`config.mk`:
```
export PLATFORM = sky130hd
export DESIGN_NAME = ctrl_seq_mc
export DESIGN_NICKNAME = d
export VERILOG_FILES = /design/src/rtl/ctrl_seq_mc.sv
export SDC_FILE = /design/constraint.sdc
export NUM_CORES = 1
export LEC_CHECK = 0
export ABC_AREA = 0
export BUFFER_PORTS_ARGS = -buffer_cell sky130_fd_sc_hd__buf_2
export CORE_UTILIZATION = 50
export DETAILED_ROUTE_END_ITERATION = 8
export GPL_TIMING_DRIVEN = 0
export HOLD_SLACK_MARGIN = 0.15
export PLACE_DENSITY = 0.69
export SYNTH_ARGS = -nofsm -noshare
export SYNTH_HDL_FRONTEND = slang
export SYNTH_SLANG_ARGS = --single-unit
```
`constraint.sdc`:
```
create_clock -name clk -period 3.4 [get_ports clk]
set_clock_uncertainty 0.1 [all_clocks]
set_input_delay 0.68 -clock clk [delete_from_list [all_inputs] [get_ports clk]]
set_output_delay 0.68 -clock clk [all_outputs]
set_load 0.02 [all_outputs]
```
`src/rtl/ctrl_seq_mc.sv`:
```
// ctrl_seq_mc: multi-channel polyphase sequencer for the sample rate converter.
// Runs the loaded program once per channel in round-robin order, producing
// circular data-buffer addresses, coefficient addresses, MAC strobes and
// register-file writes, with valid/ready handshakes on samples and results.
module ctrl_seq_mc #(
    parameter int NUM_CH             = 2,
    parameter int INSTR_DEPTH        = 16,
    parameter int DATA_ADDR_WIDTH    = 6,
    parameter int COEF_ADDR_WIDTH    = 6,
    parameter int LEN_WIDTH          = 5,
    parameter int REGFILE_ADDR_WIDTH = 3,
    localparam int CH_W        = (NUM_CH > 1) ? $clog2(NUM_CH) : 1,
    localparam int PC_W        = $clog2(INSTR_DEPTH),
    localparam int INSTR_WIDTH = 2 + LEN_WIDTH + DATA_ADDR_WIDTH + COEF_ADDR_WIDTH + REGFILE_ADDR_WIDTH
) (
    input  logic                            clk,
    input  logic                            rst,
    input  logic                            en,
    input  logic                            prog,
    input  logic                            prog_we,
    input  logic [PC_W-1:0]                 prog_addr,
    input  logic [INSTR_WIDTH-1:0]          prog_data,
    input  logic                            in_valid,
    output logic                            in_ready,
    output logic                            ram_wr,
    output logic                            mac_en,
    output logic                            mac_clr,
    output logic [CH_W+DATA_ADDR_WIDTH-1:0] data_addr,
    output logic [COEF_ADDR_WIDTH-1:0]      coef_addr,
    output logic                            rf_we,
    output logic [REGFILE_ADDR_WIDTH-1:0]   rf_addr,
    output logic                            out_valid,
    input  logic                            out_ready,
    output logic [CH_W-1:0]                 out_ch,
    output logic                            busy,
    output logic                            err
);

    // Instruction field positions, MSB->LSB: lstg, upse, len, doff, cptr, rd
    localparam int RD_LSB   = 0;
    localparam int CPTR_LSB = RD_LSB + REGFILE_ADDR_WIDTH;
    localparam int DOFF_LSB = CPTR_LSB + COEF_ADDR_WIDTH;
    localparam int LEN_LSB  = DOFF_LSB + DATA_ADDR_WIDTH;
    localparam int UPSE_BIT = LEN_LSB + LEN_WIDTH;
    localparam int LSTG_BIT = UPSE_BIT + 1;

    typedef enum logic [2:0] {
        S_IDLE    = 3'd0,
        S_FETCH   = 3'd1,
        S_DECODE  = 3'd2,
        S_WAIT_IN = 3'd3,
        S_MAC     = 3'd4,
        S_STORE   = 3'd5,
        S_OUT     = 3'd6
    } state_t;

    state_t                       state_r;
    state_t                       next_state_s;
    state_t                       eoi_state_s;
    logic [INSTR_WIDTH-1:0]       mem_r [INSTR_DEPTH];
    logic [INSTR_WIDTH-1:0]       instr_r;
    logic [PC_W-1:0]              pc_r;
    logic [CH_W-1:0]              ch_r;
    logic [LEN_WIDTH-1:0]         k_r;
    logic [DATA_ADDR_WIDTH-1:0]   wptr_r [NUM_CH];
    logic                         err_r;

    logic                         lstg_s;
    logic                         upse_s;
    logic [LEN_WIDTH-1:0]         len_s;
    logic [DATA_ADDR_WIDTH-1:0]   doff_s;
    logic [COEF_ADDR_WIDTH-1:0]   cptr_s;
    logic [REGFILE_ADDR_WIDTH-1:0] rd_s;
    logic                         abort_s;
    logic                         end_instr_s;
    logic                         last_pc_s;
    logic                         last_tap_s;
    logic [DATA_ADDR_WIDTH-1:0]   cur_wptr_s;
    logic [DATA_ADDR_WIDTH-1:0]   tap_off_s;
    logic [CH_W-1:0]              ch_next_s;

    assign lstg_s = instr_r[LSTG_BIT];
    assign upse_s = instr_r[UPSE_BIT];
    assign len_s  = instr_r[LEN_LSB +: LEN_WIDTH];
    assign doff_s = instr_r[DOFF_LSB +: DATA_ADDR_WIDTH];
    assign cptr_s = instr_r[CPTR_LSB +: COEF_ADDR_WIDTH];
    assign rd_s   = instr_r[RD_LSB +: REGFILE_ADDR_WIDTH];

    // prog outside IDLE aborts the run and takes priority over everything else
    assign abort_s    = prog && (state_r != S_IDLE);
    assign last_pc_s  = (pc_r == PC_W'(INSTR_DEPTH - 1));
    assign last_tap_s = (k_r == (len_s - LEN_WIDTH'(1)));
    assign cur_wptr_s = wptr_r[ch_r];
    // Newest sample sits at wptr-1; doff and the tap index walk back in time
    assign tap_off_s  = cur_wptr_s - DATA_ADDR_WIDTH'(1) - doff_s - DATA_ADDR_WIDTH'(k_r);
    assign ch_next_s  = (ch_r == CH_W'(NUM_CH - 1)) ? {CH_W{1'b0}} : (ch_r + CH_W'(1));
    // Running off the end of memory without lstg behaves like lstg (err is flagged)
    assign eoi_state_s = (lstg_s || last_pc_s) ? S_OUT : S_FETCH;
    assign busy = (state_r != S_IDLE);
    assign err  = err_r;

    // Instruction memory write port; contents deliberately survive reset
    always_ff @(posedge clk) begin
        if (rst && (state_r == S_IDLE) && prog && prog_we) begin
            mem_r[prog_addr] <= prog_data;
        end
    end

    // State register
    always_ff @(posedge clk) begin
        if (!rst) begin
            state_r <= S_IDLE;
        end else begin
            state_r <= next_state_s;
        end
    end

    // Next-state logic; en=0 freezes every running state except the OUT handshake
    always_comb begin
        next_state_s = state_r;
        end_instr_s  = 1'b0;
        if (abort_s) begin
            next_state_s = S_IDLE;
        end else begin
            case (state_r)
                S_IDLE: begin
                    if (en && !prog) next_state_s = S_FETCH;
                    else             next_state_s = S_IDLE;
                end
                S_FETCH: begin
                    if (en) next_state_s = S_DECODE;
                    else    next_state_s = S_FETCH;
                end
                S_DECODE: begin
                    if (!en) begin
                        next_state_s = S_DECODE;
                    end else if (len_s == LEN_WIDTH'(0)) begin
                        end_instr_s  = 1'b1;
                        next_state_s = eoi_state_s;
                    end else if (upse_s) begin
                        next_state_s = S_WAIT_IN;
                    end else begin
                        next_state_s = S_MAC;
                    end
                end
                S_WAIT_IN: begin
                    if (en && in_valid) next_state_s = S_MAC;
                    else                next_state_s = S_WAIT_IN;
                end
                S_MAC: begin
                    if (en && last_tap_s) next_state_s = S_STORE;
                    else                  next_state_s = S_MAC;
                end
                S_STORE: begin
                    if (en) begin
                        end_instr_s  = 1'b1;
                        next_state_s = eoi_state_s;
                    end else begin
                        next_state_s = S_STORE;
                    end
                end
                S_OUT: begin
                    // A presented result must complete its handshake even while stalled
                    if (out_ready) next_state_s = S_FETCH;
                    else           next_state_s = S_OUT;
                end
                default: next_state_s = S_IDLE;
            endcase
        end
    end

    // Sequencer datapath: pc, channel, tap counter, write pointers, sticky error
    always_ff @(posedge clk) begin
        if (!rst) begin
            pc_r    <= {PC_W{1'b0}};
            ch_r    <= {CH_W{1'b0}};
            k_r     <= {LEN_WIDTH{1'b0}};
            err_r   <= 1'b0;
            instr_r <= {INSTR_WIDTH{1'b0}};
            for (int i = 0; i < NUM_CH; i++) begin
                wptr_r[i] <= {DATA_ADDR_WIDTH{1'b0}};
            end
        end else if (abort_s) begin
            pc_r <= {PC_W{1'b0}};
            ch_r <= {CH_W{1'b0}};
            k_r  <= {LEN_WIDTH{1'b0}};
        end else begin
            if (state_r == S_FETCH) begin
                instr_r <= mem_r[pc_r];
            end
            if (state_r == S_DECODE) begin
                k_r <= {LEN_WIDTH{1'b0}};
            end
            if ((state_r == S_MAC) && en) begin
                k_r <= last_tap_s ? {LEN_WIDTH{1'b0}} : (k_r + LEN_WIDTH'(1));
            end
            if ((state_r == S_WAIT_IN) && en && in_valid) begin
                wptr_r[ch_r] <= cur_wptr_s + DATA_ADDR_WIDTH'(1);
            end
            if (end_instr_s && !lstg_s) begin
                if (last_pc_s) err_r <= 1'b1;
                else           pc_r  <= pc_r + PC_W'(1);
            end
            if ((state_r == S_OUT) && out_ready) begin
                pc_r <= {PC_W{1'b0}};
                ch_r <= ch_next_s;
            end
        end
    end

    // Output decode from state; strobes suppressed while stalled or aborting
    always_comb begin
        in_ready  = 1'b0;
        ram_wr    = 1'b0;
        mac_en    = 1'b0;
        mac_clr   = 1'b0;
        data_addr = {(CH_W + DATA_ADDR_WIDTH){1'b0}};
        coef_addr = {COEF_ADDR_WIDTH{1'b0}};
        rf_we     = 1'b0;
        rf_addr   = {REGFILE_ADDR_WIDTH{1'b0}};
        out_valid = 1'b0;
        out_ch    = {CH_W{1'b0}};
        case (state_r)
            S_WAIT_IN: begin
                if (en && !prog) begin
                    in_ready  = 1'b1;
                    ram_wr    = in_valid;
                    data_addr = {ch_r, cur_wptr_s};
                end else begin
                    in_ready = 1'b0;
                end
            end
            S_MAC: begin
                if (en && !prog) begin
                    mac_en    = 1'b1;
                    mac_clr   = (k_r == LEN_WIDTH'(0));
                    data_addr = {ch_r, tap_off_s};
                    coef_addr = cptr_s + COEF_ADDR_WIDTH'(k_r);
                end else begin
                    mac_en = 1'b0;
                end
            end
            S_STORE: begin
                if (en && !prog) begin
                    rf_we   = 1'b1;
                    rf_addr = rd_s;
                end else begin
                    rf_we = 1'b0;
                end
            end
            S_OUT: begin
                if (!prog) begin
                    out_valid = 1'b1;
                    out_ch    = ch_r;
                end else begin
                    out_valid = 1'b0;
                end
            end
            default: begin
                in_ready = 1'b0;
            end
        endcase
    end

endmodule

```
# After elaboration in Yosys (flattened, before gate mapping)
# Memories as Yosys holds them, arrays and structs flattened. A register that Yosys moved wholly into a read port is not among the register bits.
# Index checks and enable logic that the tools add are counted.
# classes
muxes,51
n_addsub,9
bitwise_logic,3
n_reduce_logical,27
n_eq_ne,8
# op_table
cell,n
$mux 1,30
$mux 3,9
$pmux 3 s7,1
$mux 6,3
$mux 5,3
$mux 7,2
$pmux 7 s2,1
$logic_and 1x1->1,12
$logic_not 5->1,2
$eq 3x3->1 const B,3
$add 6x1->6 const B,1
$add 6x5->6,1
$eq 3x2->1 const B,2
$reduce_or 6->1,1
$sub 6x1->6 const B,1
$sub 6x5->6,1
$sub 6x6->6,1
$add 5x1->5 const B,1
$eq 5x5->1,1
$sub 5x1->5 const B,1
$add 4x1->4 const B,1
$eq 4x4->1 const B,1
$reduce_and 2->1,2
$eq 3x1->1 const B,1
other kinds (12),16
# totals
input_bits,33
n_memories,2
elab_cells,105
mem_bits_rw,364
output_inout_bits,25
reg_bits,14
# memory_table
name,depth,word_bits,read_ports,rd_ports_with_merged_regs,write_ports,line,source
mem_r,16,22,1,1,1,60,logic [INSTR_WIDTH-1:0] mem_r [INSTR_DEPTH];
wptr_r,2,6,1,1,2,65,logic [DATA_ADDR_WIDTH-1:0] wptr_r [NUM_CH];

# Depth between registers and ports, before layout
# Gate-level depths: netlist of the first run.
# depth
ltp_word,9
ltp_mapped,12
ltp_nobuf,11

# Worst setup path after synthesis of the first run
# Ideal clock, no wire load.
# synth_timing
kind,flip-flop to flip-flop
start,reg state_r[2]
end,"mem mem_r[3][0] in the netlist's numbering, enable pin"
path_stages_with_launch,7
n_path_buf,1
setup_time_ns,0.429
setup_slack_ns,-0.006
synth_period_minus_slack_ns,3.406
t_required_ns,2.871
t_arrival_ns,2.878
path_cell_list,dfxtp_1 buf_4 or3_1 or2_1 inv_1 nand3_1 nor3_1
# synth_between
elab_chain_len,6
# synth_lines
element,line,source
start: declaration,57,state_t state_r;
start signal: assignment,114,state_r <= next_state_s;
$logic_not 3->1,104,if (rst && (state_r == S_IDLE) && prog && prog_we) begin
$logic_and 1x1->1 (3 in a row),104,
$mux 1,104,
$mux 1 (not written as such),105,mem_r[prog_addr] <= prog_data;
end: declaration,60,
# Every way passes these cells.

==> results of run 1 <==
-- worst register-to-register path, delay by kind of cell, from the launching register on --
family	cells	cell delay, ps
fa+ha+maj	1	170
simple gates	2	120
xor+xnor	1	120
flops	1	340
mux	1	250
buf+inv	16	1900
-- per-layer routing --
| layer | vias up | GRT usage (%) | share of wire [%] |
|---|---|---|---|
| li1 | 4055 | - | - |
| met4 | 0 | 6.67 | 2.3 |
| met5 | - | 0 | 0 |
| met2 | 368 | 38.2 | 48 |
| met3 | 53 | 3.13 | 6.5 |
| met1 | 4739 | 32.7 | 43 |
-- power by group --
group | internal (W) | total (W) | switching [W] | leakage, nW
logic | 0.000153 | 0.000398 | 0.000246 | 2.05
registers | 0.00541 | 0.00544 | 0.0000288 | 3.59
clock network | 0.00262 | 0.00445 | 0.00182 | 0.669
total | 0.00818 | 0.0103 | 0.00210 | 6.31
-- stage by stage --
step	area, sq um	power, W	worst slack (ps)	hold WS, ps	TNS, ps
after floorplan	16500	0.00574	16.8	354	0
after global placement	17300	0.00587	-1840	406	-257430
after detailed placement	17600	0.00590	-273	406	-406
after CTS	19200	0.0103	-458	405	-3390
after global routing	19200	0.0106	-630	426	-1960
final	19200	0.0103	-476	414	-1430
-- cells by family (layout without fill, tap and decap cells) --
logic type	count (synthesis)	after routing	synth area share (%)
AND/OR/NAND/NOR	156	156	4.92
XOR/XNOR	21	21	1.12
AO/OA/AOI/OAI	153	153	6.52
buffers and inverters	77	235	2.43
multiplexers	122	122	12.3
flip-flops	401	401	70.8
adder cells (fa/ha/maj)	22	22	1.94
-- layout make-up --
type	instances	share of cell area [%]
Buffer	49	1.59
Clock buffer	46	5.70
Clock inverter	29	1.24
Inverter	28	0.559
Multi-Input combinational cell	474	24.4
Sequential cell	401	60.7
Tap cell	442	2.87
Timing Repair Buffer	83	2.99
-- how the worst max path moves through the flow --
stage	start	to	slack, ps
after floorplan	state_r[2]	mem_r[1][0]	20
after global placement	prog	mem_r[1][9]	-1840
after CTS	flop	data_addr[5]	-460
after detailed placement	flop	data_addr[5]	-270
final	flop	data_addr[5]	-480
after global routing	flop	data_addr[5]	-630
-- synthesized netlist by cell type (all sizes together), types with 7 or more instances --
library cell  number  area share (%)
clkbuf            16            0.37
a22o              10            0.53
mux2              26             1.8
xnor2             12            0.64
buf               33             1.4
nor3               9            0.43
dfxtp             37             4.5
mux4              62             8.5
a21oi             17            0.52
a21o               7            0.32
o221ai            14            0.74
nor2              48             1.1
nand2b             7            0.27
edfxtp           364              66
and2               8            0.30
nand3             15            0.46
o22ai              9            0.34
inv               28            0.64
o221a             13            0.89
xor2               9            0.48
o21ai             41             1.2
ha                16             1.2
nand2             39            0.92
a31oi             20            0.76
nor2b              7            0.27
mux2i             34             2.1
-- sequential cells by signal, summed over array words and instances (netlist names), named ones only --
signal	cells
mem_r	352
instr_r	22
wptr_r	12
k_r	5
pc_r	4
state_r	3
ch_r	1
err	1
-- timing repair --
item | CTS | global route
pin swaps | 11 | 15
hold endpoints to repair | 0 | 0
hold buffers | 0 | 0
setup buffers | 23 | 3
endpoints found under the setup margin | 5 | 11
gates resized for setup | 25 | 17
==> metrics.csv, run 1 <==
stage,metric,value,unit
status,status,"complete, but fails checks",
status,violations in the final reports,negative setup slack,
die,die extent in x,184,microns
detailed_routing,mean routed wirelength per cell,24.6,microns
clock_tree,TritonCTS clock tree,done,
setup_path,Critical Path Start Type,flop,
logic_synthesis,proportion of synthesized flip-flops having asynchronous set or reset,0,%
timing,RSZ-0062 raised after global routing,true,
timing,setup-violating endpoint count in the final report,5,
setup_path,CP max FO,5,
setup_path,cell at the slowest stage of the critical path,sky130_fd_sc_hd__fa_2,
die,Core ar.,32500,sq um
grt,total global routing track utilization,23.3,%
clock_tree,Clock Root Buffer,sky130_fd_sc_hd__clkbuf_16,
setup_path,crit end category,output port,
cells_and_area,filler instances,2451,
timing,number of slew-limit violations in the final report,0,
logic_synthesis,Netlist cell types,66,
timing,Final period util,114,%
placement,count of buffers inserted at the top-level ports,57,
detailed_routing,drt drc,0,
job,count of max-cap constraint violations,0,
worst_hold_path,end of the worst hold path,instr_r[14],
setup_path,slowest cell delay on critical path,570,ps
detailed_routing,Vias,9215,
cells_and_area,post-layout instance count excluding filler cells,1552,
placement,total placed cells including tap cells,1457,
timing,"Min Clock Period, post-route",3880,ps
cells_and_area,Multi-input gate area,4690,sq um
grt,first-pass GRT wire length,57000,microns
cells_and_area,final net count,1133,
cells_and_area,Reg area,11700,sq um
cells_and_area,fraction of final layout cells with drive strength greater than 1,29.9,%
logic_synthesis,synthesized flop and latch total,401,
logic_synthesis,flip-flop cell with the highest count after synthesis,sky130_fd_sc_hd__edfxtp_1,
timing,max-slew headroom at the worst pin,33.3,%
clock_tree,clock transition at the register clock pins on the worst setup and hold paths after CTS,70,ps
grt,grt ovf,0,
worst_hold_path,WHS Path Cells,2,
cells_and_area,Layout Area Growth over Synthesis,16.7,%
logic_synthesis,sequential area share after synthesis,70.8,%
power,static leakage power,6.31,nW
logic_synthesis,total nets after synthesis,1007,
timing,achievable clock frequency,0.258,GHz
logic_synthesis,count of mapped cells out of synthesis,952,
setup_path,chain of cells forming the critical path,buf_8 -> mux2i_4 -> inv_2 -> fa_2 -> ha_4 -> a211oi_2 -> o21bai_1 -> a21oi_1 -> xnor2_1 -> o22ai_1 -> buf_4,
setup_path,"Req. time, crit path",2620,ps
placement,HPWL after detailed placement,24100,microns
logic_synthesis,Post-synth EDFFs,364,
detailed_routing,"antenna viol nets, final",0,
timing,Final Hold Viols,0,
die,Initial Utilization,50.7,%
grt,number of global-route vias before repair,9251,
detailed_routing,Post-Route WL,38200,microns
timing,Setup WS post-layout,-476,ps
logic_synthesis,mean post-synth cell area,17.3,sq um
grt,pin count of the biggest net entering global routing,23,
detailed_routing,initial DRC count,1056,
logic_synthesis,cell area after synthesis,16500,sq um
placement,placer's final routability congestion estimate,0.854,
die,chip height,184,microns
cells_and_area,final core occ,59.1,%
die,I/O pin total,58,
cells_and_area,"commonest non-fill, non-tap cells in the layout","364 x sky130_fd_sc_hd__edfxtp_1, 68 x sky130_fd_sc_hd__buf_2, 62 x sky130_fd_sc_hd__mux4_2, 43 x sky130_fd_sc_hd__clkbuf_16",
power,pwr dens,534,nW/um^2
die,cell row count,66,
setup_path,WP depth,11,
setup_path,Worst R2R End,wptr_r[1][4],
detailed_routing,detailed-router iteration count before antenna repair,5,
clock_tree,H-tree depth reported by CTS,2,
setup_path,cell family with most CP delay,adder cells,
power,worst ir drop on vdd,425,uV
timing,worst-margin pin slew,999,ps
cells_and_area,count of inserted antenna diode cells,0,
detailed_routing,vias per inst,5.94,
setup_path,worst setup path category,flop to output port,
logic_synthesis,count of yosys warnings during synthesis,0,
worst_hold_path,Hold Startpoint,instr_r[14],
clock_tree,# clock sinks,401,
setup_path,crit path buf inv count,3,
setup_path,path depth of the worst reg2reg path,21,
worst_hold_path,min-delay worst type,flop to flop,
clock_tree,TritonCTS buffer count,41,
clock_tree,maximum clock insertion buffer count,3,
clock_tree,source-to-sink clock delay at the later pin of the worst-skew pair,540,ps
grt,number of antenna violations at the first check in global routing,1,
die,Die Outline Area,33700,sq um
cells_and_area,most frequent standard cell in the layout excluding fill and tap cells,sky130_fd_sc_hd__edfxtp_1,
setup_path,WP data arrival,3100,ps
setup_path,setup slack of the most critical reg-to-reg path,160,ps
No activity file was read; power rests on OpenSTA's default activity.
==> run 2: changes to the inputs <==
--- a/config.mk
+++ b/config.mk
@@ -7,11 +7,13 @@
 export LEC_CHECK = 0
 export ABC_AREA = 0
 export BUFFER_PORTS_ARGS = -buffer_cell sky130_fd_sc_hd__buf_2
-export CORE_UTILIZATION = 50
+export CELL_PAD_IN_SITES_DETAIL_PLACEMENT = 1
+export CELL_PAD_IN_SITES_GLOBAL_PLACEMENT = 2
+export CORE_UTILIZATION = 40
 export DETAILED_ROUTE_END_ITERATION = 8
 export GPL_TIMING_DRIVEN = 0
 export HOLD_SLACK_MARGIN = 0.15
-export PLACE_DENSITY = 0.69
+export PLACE_DENSITY_LB_ADDON = 0.1
 export SYNTH_ARGS = -nofsm -noshare
 export SYNTH_HDL_FRONTEND = slang
 export SYNTH_SLANG_ARGS = --single-unit
==> constraint.sdc (replaced) <==
create_clock -name clk -period 3.4 [get_ports clk]
set_clock_uncertainty 0.1 [all_clocks]
set_input_delay 0.68 -clock clk [delete_from_list [all_inputs] [get_ports clk]]
set_output_delay 0.68 -clock clk [all_outputs]
set_load 0.1 [all_outputs]
==> metrics.csv, run 2 (synthesis gave the netlist of run 1 again) <==
stage,metric,value,unit
status,violations in the final reports,negative setup slack,
setup_path,cell family with most CP delay,adder cells,
detailed_routing,initial DRC count,659,
detailed_routing,"antenna viol nets, final",0,
grt,first-pass GRT wire length,63500,microns
detailed_routing,Post-Route WL,43100,microns
clock_tree,CTS hold repair buffers,0,
setup_path,crit path buf inv count,3,
cells_and_area,most frequent standard cell in the layout excluding fill and tap cells,sky130_fd_sc_hd__edfxtp_1,
die,I/O pin total,58,
detailed_routing,vias per inst,5.56,
timing,number of slew-limit violations in the final report,0,
die,cell row count,74,
detailed_routing,Vias,9106,
setup_path,worst setup path category,flop to output port,
clock_tree,H-tree depth reported by CTS,2,
clock_tree,Clock Root Buffer,sky130_fd_sc_hd__clkbuf_16,
cells_and_area,register with the highest flop count,mem_r,
power,pwr dens,526,nW/um^2
cells_and_area,Layout Area Growth over Synthesis,18.8,%
detailed_routing,detailed-router iteration count before antenna repair,5,
timing,accumulated negative setup slack,-1960,ps
worst_hold_path,min-delay worst type,input pin to flop,
timing,setup-violating endpoint count in the final report,5,
placement,count of buffers inserted at the top-level ports,57,
clock_tree,maximum clock insertion buffer count,3,
grt,total global routing track utilization,21.2,%
clock_tree,source-to-sink clock delay at the later pin of the worst-skew pair,570,ps
timing,Final Hold Viols,0,
setup_path,Critical Path Start Type,flop,
power,worst ir drop on vdd,378,uV
setup_path,slowest cell delay on critical path,570,ps
die,die extent in x,205,microns
worst_hold_path,WHS Path Cells,1,
setup_path,crit end category,output port,
setup_path,WP depth,11,
job,count of max-cap constraint violations,0,
timing,max-slew headroom at the worst pin,30.2,%
grt,number of global-route vias before repair,9680,
cells_and_area,count of inserted antenna diode cells,0,
detailed_routing,drt drc,0,
timing,Setup WS post-layout,-522,ps
placement,total placed cells including tap cells,1552,
cells_and_area,post-layout instance count excluding filler cells,1638,
cells_and_area,final net count,1129,
cells_and_area,max reg flops,352,
setup_path,"Req. time, crit path",2620,ps
timing,achievable clock frequency,0.255,GHz
setup_path,WP data arrival,3140,ps
placement,placer's final routability congestion estimate,0.747,
setup_path,path depth of the worst reg2reg path,7,
grt,pin count of the biggest net entering global routing,23,
clock_tree,TritonCTS buffer count,44,
die,Die Outline Area,42100,sq um
die,Core ar.,40700,sq um
clock_tree,clock transition at the register clock pins on the worst setup and hold paths after CTS,70,ps
status,status,"complete, but fails checks",
cells_and_area,"commonest non-fill, non-tap cells in the layout","364 x sky130_fd_sc_hd__edfxtp_1, 63 x sky130_fd_sc_hd__buf_2, 62 x sky130_fd_sc_hd__mux4_2, 45 x sky130_fd_sc_hd__clkbuf_16",
cells_and_area,fraction of final layout cells with drive strength greater than 1,30.2,%
setup_path,CP max FO,5,
placement,HPWL after detailed placement,29000,microns
detailed_routing,mean routed wirelength per cell,26.3,microns
clock_tree,# clock sinks,401,
die,Initial Utilization,40.5,%
die,chip height,205,microns
setup_path,cell at the slowest stage of the critical path,sky130_fd_sc_hd__fa_2,
timing,worst hold margin,392,ps
setup_path,chain of cells forming the critical path,buf_12 -> mux2i_4 -> inv_2 -> fa_2 -> ha_4 -> a211oi_4 -> o21bai_1 -> a21oi_2 -> xnor2_2 -> o22ai_4 -> buf_12,
timing,worst-margin pin slew,1040,ps
timing,RSZ-0062 raised after global routing,true,
power,static leakage power,6.31,nW
timing,Final period util,115,%
grt,grt ovf,0,
cells_and_area,top flop regs,"mem_r: 352 flops, instr_r: 22 flops, wptr_r: 12 flops",
grt,number of antenna violations at the first check in global routing,1,
clock_tree,TritonCTS clock tree,done,
setup_path,Most Frequent Cell on Critical Path,sky130_fd_sc_hd__buf_12,
timing,"Min Clock Period, post-route",3920,ps
placement,pre-CTS WS,-399,ps
[run 2: stage by stage]
step | area (sq um) | utilization [%] | power, W
2_1_floorplan | 16600 | - | 0.00577
3_3_place_gp | 17600 | 43.2 | 0.00593
3_5_place_dp | 18000 | 44.1 | 0.00595
4_1_cts | 19500 | 47.8 | 0.0104
5_1_grt | 19600 | 48.1 | 0.0106
6_report | 19600 | 48.1 | 0.0103
[run 2: report_power, final]
group	internal (W)	switching [W]	total [W]
registers	0.00541	0.0000290	0.00544
clock network	0.00253	0.00189	0.00441
logic	0.000165	0.000282	0.000447
total	0.00810	0.00220	0.0103
[run 2: area by class of cell]
class / instances / area, sq um
repair buffers: 76 / 712
inverters: 28 / 109
well taps: 532 / 666
fillers: 3840 / 21200
plain buffers: 49 / 314
clock inverters: 20 / 130
flip-flops and latches: 401 / 11700
clock buffers: 58 / 1180
multi-input cells: 474 / 4800
[run 2: layer usage]
layer	global-route usage (%)	routed length [microns]	vias up	part of all wire, %
met5	0	0	-	0
met4	6.11	850	0	2.0
met3	2.53	1390	54	3.2
met2	33.9	20400	179	47
met1	30.5	20400	4823	47
li1	-	-	4050	-
[run 2: what timing repair did]
action / in CTS / in global routing
endpoints found under the setup margin: 6 / 10
gates resized for setup: 25 / 26
setup buffers: 6 / 2
endpoints found under the hold margin: 0 / 0
pin swaps: 6 / 6
[run 2: path summary, 6_finish.rpt]
kind,slack (ps),endpoint,start
worst min-delay path,390,mem_r[5][6],prog_data[6]
worst max register to register,240,mem_r[2][1],state_r[2]
worst max-delay path,-520,data_addr[5],flop
worst min register to register,420,instr_r[6],instr_r[6]
